--- src/rtl/bmp180_i2c_target.sv ---
// BMP180 pressure-sensor emulator on the I2C target side: decodes bus traffic,
// serves the register map and reports conversion requests.
module bmp180_i2c_target #(
    parameter logic [6:0]   ADR     = 7'h77,
    parameter logic [7:0]   CHIP_ID = 8'h55,
    parameter logic [175:0] CALIB   = 176'h0
) (
    input  logic        clk,
    input  logic        reset,
    input  logic        scl,
    input  logic        sda_in,
    output logic        sda_oe,
    input  logic [23:0] meas_data,
    input  logic        meas_valid,
    output logic [7:0]  ctrl_meas,
    output logic        conv_req,
    output logic        busy
);

    typedef enum logic [3:0] {
        StIdle, StAddr, StAddrAck, StReg, StRegAck,
        StWData, StWDataAck, StRData, StRDataAck, StWait
    } state_e;

    state_e      stateQ, stateD;
    logic [1:0]  sclPipe, sdaPipe;
    logic        sclPrev, sdaPrev;
    logic        sclNow, sdaNow;
    logic        sclRise, sclFall, startCond, stopCond;
    logic [3:0]  bitCntQ;
    logic [7:0]  shiftQ, txQ, ptrQ;
    logic [7:0]  ctrlMeasQ;
    logic [23:0] measQ;
    logic        sdaOeQ, sdaOeD;
    logic        convReqQ;
    logic [7:0]  loadPtr, rdByte;
    logic        loadByte, ptrLoad, wrCommit, ptrInc;
    logic        wrCtrl, softRst;

    // Synchronizers idle high so reset release never fakes a bus condition.
    always_ff @(posedge clk or negedge reset) begin
        if (!reset) begin
            sclPipe <= 2'b11;
            sdaPipe <= 2'b11;
            sclPrev <= 1'b1;
            sdaPrev <= 1'b1;
        end else begin
            sclPipe <= {sclPipe[0], scl};
            sdaPipe <= {sdaPipe[0], sda_in};
            sclPrev <= sclPipe[1];
            sdaPrev <= sdaPipe[1];
        end
    end

    assign sclNow    = sclPipe[1];
    assign sdaNow    = sdaPipe[1];
    assign sclRise   = sclNow & ~sclPrev;
    assign sclFall   = ~sclNow & sclPrev;
    assign startCond = sclNow & sclPrev & sdaPrev & ~sdaNow;
    assign stopCond  = sclNow & sclPrev & ~sdaPrev & sdaNow;

    // Read mux; the byte after an ACKed read comes from the next pointer.
    assign loadPtr = (stateQ == StRDataAck) ? ptrQ + 8'd1 : ptrQ;

    always_comb begin
        rdByte = 8'h00;
        if (loadPtr == 8'hD0) begin
            rdByte = CHIP_ID;
        end else begin
            case (loadPtr)
                8'hF4:   rdByte = ctrlMeasQ;
                8'hF6:   rdByte = measQ[23:16];
                8'hF7:   rdByte = measQ[15:8];
                8'hF8:   rdByte = measQ[7:0];
                default: rdByte = 8'h00;
            endcase
            for (int i = 0; i < 22; i++) begin
                if (loadPtr == 8'hAA + 8'(i)) rdByte = CALIB[8*(21-i) +: 8];
            end
        end
    end

    // FSM state register
    always_ff @(posedge clk or negedge reset) begin
        if (!reset) stateQ <= StIdle;
        else        stateQ <= stateD;
    end

    // FSM next state
    always_comb begin
        stateD = stateQ;
        if (stopCond) begin
            stateD = StIdle;
        end else if (startCond) begin
            stateD = StAddr;
        end else if (sclFall) begin
            case (stateQ)
                StAddr: begin
                    if (bitCntQ == 4'd8) begin
                        stateD = (shiftQ[7:1] == ADR) ? StAddrAck : StWait;
                    end
                end
                StAddrAck:  stateD = shiftQ[0] ? StRData : StReg;
                StReg:      if (bitCntQ == 4'd8) stateD = StRegAck;
                StRegAck:   stateD = StWData;
                StWData:    if (bitCntQ == 4'd8) stateD = StWDataAck;
                StWDataAck: stateD = StWData;
                StRData:    if (bitCntQ == 4'd8) stateD = StRDataAck;
                StRDataAck: stateD = shiftQ[0] ? StWait : StRData;
                default:    stateD = stateQ;
            endcase
        end
    end

    // FSM outputs and datapath strobes
    always_comb begin
        sdaOeD   = sdaOeQ;
        loadByte = 1'b0;
        ptrLoad  = 1'b0;
        wrCommit = 1'b0;
        ptrInc   = 1'b0;
        busy     = stateQ inside {StAddrAck, StReg, StRegAck, StWData, StWDataAck,
                                  StRData, StRDataAck};
        if (startCond || stopCond) begin
            sdaOeD = 1'b0;
        end else if (sclFall) begin
            case (stateD)
                StAddrAck, StRegAck, StWDataAck: sdaOeD = 1'b1;
                StRData: sdaOeD = (stateQ == StRData) ? ~txQ[6] : ~rdByte[7];
                default: sdaOeD = 1'b0;
            endcase
            loadByte = (stateD == StRData) && (stateQ != StRData);
            ptrLoad  = (stateQ == StReg) && (stateD == StRegAck);
            wrCommit = (stateQ == StWData) && (stateD == StWDataAck);
            ptrInc   = wrCommit || ((stateQ == StRDataAck) && (stateD == StRData));
        end
    end

    assign wrCtrl  = wrCommit && (ptrQ == 8'hF4);
    assign softRst = wrCommit && (ptrQ == 8'hE0) && (shiftQ == 8'hB6);

    always_ff @(posedge clk or negedge reset) begin
        if (!reset) begin
            bitCntQ   <= 4'd0;
            shiftQ    <= 8'h00;
            txQ       <= 8'h00;
            ptrQ      <= 8'h00;
            sdaOeQ    <= 1'b0;
            ctrlMeasQ <= 8'h00;
            measQ     <= 24'h0;
            convReqQ  <= 1'b0;
        end else begin
            sdaOeQ   <= sdaOeD;
            convReqQ <= wrCtrl && shiftQ[5];

            if (startCond || (sclFall && (stateD != stateQ))) begin
                bitCntQ <= 4'd0;
            end else if (sclRise && (stateQ inside {StAddr, StReg, StWData, StRData})) begin
                bitCntQ <= bitCntQ + 4'd1;
            end

            if (sclRise && (stateQ inside {StAddr, StReg, StWData, StRDataAck})) begin
                shiftQ <= {shiftQ[6:0], sdaNow};
            end

            if (loadByte) begin
                txQ <= rdByte;
            end else if (sclFall && (stateQ == StRData) && (stateD == StRData)) begin
                txQ <= {txQ[6:0], 1'b0};
            end

            if (ptrLoad)     ptrQ <= shiftQ;
            else if (ptrInc) ptrQ <= ptrQ + 8'd1;

            // A bus write to 0xF4 takes precedence over the SCO clear.
            if (wrCtrl)          ctrlMeasQ <= shiftQ;
            else if (softRst)    ctrlMeasQ <= 8'h00;
            else if (meas_valid) ctrlMeasQ <= ctrlMeasQ & 8'hDF;

            if (meas_valid)   measQ <= meas_data;
            else if (softRst) measQ <= 24'h0;
        end
    end

    assign sda_oe    = sdaOeQ;
    assign ctrl_meas = ctrlMeasQ;
    assign conv_req  = convReqQ;

endmodule

--- config.mk ---
export PLATFORM = sky130hd
export DESIGN_NAME = bmp180_i2c_target
export DESIGN_NICKNAME = d
export VERILOG_FILES = /design/src/rtl/bmp180_i2c_target.sv
export SDC_FILE = /design/constraint.sdc
export NUM_CORES = 1
export LEC_CHECK = 0
export CAP_MARGIN = 10
export CORE_UTILIZATION = 35
export CTS_CLUSTER_DIAMETER = 200
export DETAILED_ROUTE_END_ITERATION = 10
export GPL_TIMING_DRIVEN = 1
export PLACE_DENSITY = 0.57
export SLEW_MARGIN = 20
export SYNTH_ARGS = -nofsm -noshare
export SYNTH_HDL_FRONTEND = slang
export SYNTH_SLANG_ARGS = --single-unit
--- constraint.sdc ---
create_clock -name clk -period 4.3 [get_ports clk]
set_input_delay 0.86 -clock clk [delete_from_list [all_inputs] [get_ports clk]]
set_output_delay 0.86 -clock clk [all_outputs]
set_load 0.02 [all_outputs]
==> summary by stage <==
Layout
The number of nets in the finished design is between 500 and 600. The repair_antennas step left the layout with diodes totalling 0. In the final layout, the share of cells above drive strength 1 is 0.0966.

Measured on the finished design, the core utilization comes to 0.428. The layout overhead on the synthesized area is 19.0%. Leaving out filler cells and counting taps, the final layout contains ~620.

After routing the design area is around 5000 um2.

Drt
The highest metal layer with signal wires is met4. The initial DRC count is around 250. The average wire length per cell after detail routing is 18.0 um. The sum of met3 wire segment lengths after detailed routing is 643 um. The routed layout has 3616 vias.

Wire segments on met2 add up to ~5 mm in the final route. Summed over all layers, the routed wires come to 11.1 mm. For this block, wires on met1 add up to ~5.1 mm. The number of remaining DRC errors is 0. The post-detailed-route count of antenna-violating nets is 0. The detail-routed via count per cell is between 5 and 6. For this run, the detailed router's first-pass iteration total came to 6.

STA
Based on the critical path, the design can be clocked at up to between 200 and 300 MHz. The final setup violation count is 0. The time the final worst path needs with I/O delays and setup is about 3.4 ns. Dividing the final minimum period by the clock period gives 0.799. The final hold violation count is 0. For the final database, setup skew stands at ~0.0067 ns.

Setup repair after global routing left no endpoint under its margin. The final max-slew violation count came to 0. The normalized max-slew margin is 0.415. The actual slew at the worst max-slew pin is 0.871 ns. Summed over all failing endpoints, the final setup total negative slack is 0 ns.

Hold path
The worst hold path belongs to the class register to register.

Die
In this run the count of I/O pins placed on the die edge is 40. The die span in y is ~110 um. In this run the horizontal extent of the chip is ~110 um. The initial cell density of the core is 0.360.

The overall die area is 12200 um2. Row generation in the floorplan step produced 39 rows. The area of the core region is roughly 11000 um2.

Run status
The run finished with clean final reports.

Placed design
The number of buffer cells added on primary ports is 39. Routability-driven placement finished with a final weighted congestion of roughly 0.84. The cell total after placement is approximately 600. The instance area after placement is 4570 um2. The placed wire-length estimate after detailed placement is 7.91 mm.

Critical path
STA classifies the critical path endpoint as a primary output. The critical path is of the register to primary output type. The largest fanout on the critical path is 21.

Data on the critical path arrives at its endpoint at approximately 2.6 ns. The data required time of the worst path is ~3.4 ns. The kind of start point of the critical path is a register.

Logic synthesis
The post-synthesis sequential element count is approximately 70. Counting flops with a built-in enable in the synthesized netlist gives 0. By area, the combinational part of the netlist is dominated by compound AO/OA/AOI/OAI gates. The async set-or-reset flop fraction in the synthesized netlist is 1.00. The dominant register cell in the synthesized netlist is dfrtp_1. The mean instance size in the synthesized netlist is approximately 9.1 um2. The number of warnings printed during yosys synthesis is 0. The share of the synthesized area in compound gates (AO/OA/AOI/OAI) came to 0.236. The proportion of netlist area held by the largest area contributor is 0.396. Of the total synthesized cell area, the portion taken by AND, OR, NAND and NOR gates is 0.228. Of the synthesized area, sequential elements account for 0.435. Yosys instantiated no cell more often than nand2_1. The net count after synthesis is around 480. The number of distinct standard cells referenced by the synthesized netlist is between 60 and 70. Of the total synthesized cell area, the portion taken by XOR and XNOR cells is 0.0256. The summed instance area of the synthesized netlist is 4110 um2.

The synthesized instance count is 449. After synthesis, the cell types taking the most area are dfrtp_1, nand2_1, dfstp_2. Of all cell types, the one taking the most synthesized area is dfrtp_1. The portion of synthesized area spent on multiplexers is 0.0219. By count the netlist is led by nand2_1, dfrtp_1, o21ai_0, clkbuf_1, nor2_1. Of the total synthesized cell area, the portion taken by full adders, half adders and majority gates is 0.0122.

Global route
The maximum number of pins on one net before global-route repair is 51. For this run, the total global-route usage over all layers was measured as 0.200. The initial antenna violation count was 0.

The total grt overflow is 0. The wire length of the first global-routing pass is between 15 and 20 mm. The number of global-route vias before repair came to 3500.

Power
The share of total power dissipated in sequential elements is 0.418. The leakage power summed over all cells is ~0.002 uW. The maximum VDD drop is around 0.26 mV. In this run the power density over the cells is around 500 nW/um2. The combinational share of power is 0.258.

Cell internal power was estimated by the tool at between 1500 and 2000 uW. Of the total power, the clock network draws 0.324. The net switching power is between 900 and 1000 uW.

The switching share of power is 0.369.

Flow run
The max capacitance violation total is 0.

Clock tree
In this run the post-CTS setup repair buffer count came out at 0. Clock tree synthesis selected as its root buffer the cell clkbuf_16. The clock reaches the later pin of the worst-skew pair after ~0.34 ns. The H-tree was split into 3 levels. The number of gates given a new drive strength after cts is 0. The TritonCTS sink count is 71. The clock tree buffer depth is 2. The quantity of hold-fixing buffers added after cts is 0. The clock tree from TritonCTS is done. The clock-pin slew reported for the worst setup and hold paths after clock tree synthesis is roughly 0.060 ns. The number of buffers inserted during clock tree synthesis is 9.
-- placed cells by master, fill, tap and decap left out, drive strengths merged, types with 5 or more instances in the layout --
cell,n
mux2,8
or3,5
nand4,5
a21oi,13
inv,16
a221oi,5
and2,7
dfstp,6
clkbuf,10
nor2,25
a22oi,6
nand3,17
o211ai,6
nor3,7
xnor2,6
a22o,9
a21boi,5
nand2,76
o311ai,5
dfrtp,65
o21ai,31
xor2,6
nand2b,8
clkdlybuf4s50,38
and3,5
-- final cells by class --
| cell class | instances | area [um2] |
|---|---|---|
| clock buffers | 10 | 239 |
| clock inverters | 6 | 75.1 |
| fillers | 1169 | 6530 |
| inverters | 12 | 45.0 |
| multi-input cells | 335 | 2160 |
| flip-flops and latches | 71 | 1780 |
| well taps | 143 | 179 |
| repair buffers | 42 | 408 |
-- per-layer routing --
| layer | GRT usage | vias to the layer above |
|---|---|---|
| li1 | - | 1703 |
| met1 | 0.284 | 1755 |
| met2 | 0.304 | 137 |
| met3 | 0.0306 | 21 |
| met4 | 0.0827 | 0 |
| met5 | 0 | - |
-- worst max-delay path, cell delays in order, from the launching register on --
cell	delay, ns
dfrtp_1	0.59
or4b_1	0.82
o21ai_0	0.18
clkdlybuf4s50_1	0.64
-- through the flow --
stage	worst slack (ns)	power [uW]	hold WS, ns
after floorplan	1.25	1430	0.345
after CTS	0.857	2440	0.357
after global placement	1.08	1630	0.346
final	0.862	2440	0.356
after global routing	0.462	2580	0.360
after detailed placement	0.980	1650	0.348
-- power groups by stage --
stage	combinational [uW]	sequential, uW	clock (uW)
6_report	631	1020	792
5_1_grt	703	1040	837
3_3_place_gp	613	1020	0
2_1_floorplan	578	855	0
3_5_place_dp	624	1030	0
4_1_cts	627	1010	804
-- kinds of logic (layout without fill, tap and decap cells) --
kind of cell               count (synthesis)  after routing
AOI/OAI and AO/OA                        130            130
xor gates and xnor gates                  12             12
adders and majority gates                  4              4
buffers and inverters                     43             70
DFF                                       71             71
muxes                                      8              8
and+or+nand+nor                          181            181
-- flip-flops by register name, indices dropped and copies added, names as in the netlist, 2 cells and up --
name and cells:
bitCntQ 4, sclPipe 2, ctrl_meas 8, ptrQ 8, stateQ 4, sdaPipe 2, txQ 7, shiftQ 8
measQ 24
-- path summary, 6_finish.rpt --
| check | cells after the start | startpoint | endpoint | slack [ns] |
|---|---|---|---|---|
| worst max register to register | 10 | ptrQ[0] | txQ[6] | 0.87 |
| min in group asynchronous | 1 | reset | ptrQ[6] | 0.52 |
| max in group asynchronous | 2 | reset | txQ[6] | 2.74 |
| worst min register to register | 0 | sclPipe[0] | sclPipe[1] | 0.36 |
| worst min-delay path | 0 | sclPipe[0] | sclPipe[1] | 0.36 |
| worst max-delay path | 3 | stateQ[1] | busy | 0.86 |
No activity file was read; power rests on OpenSTA's default activity.
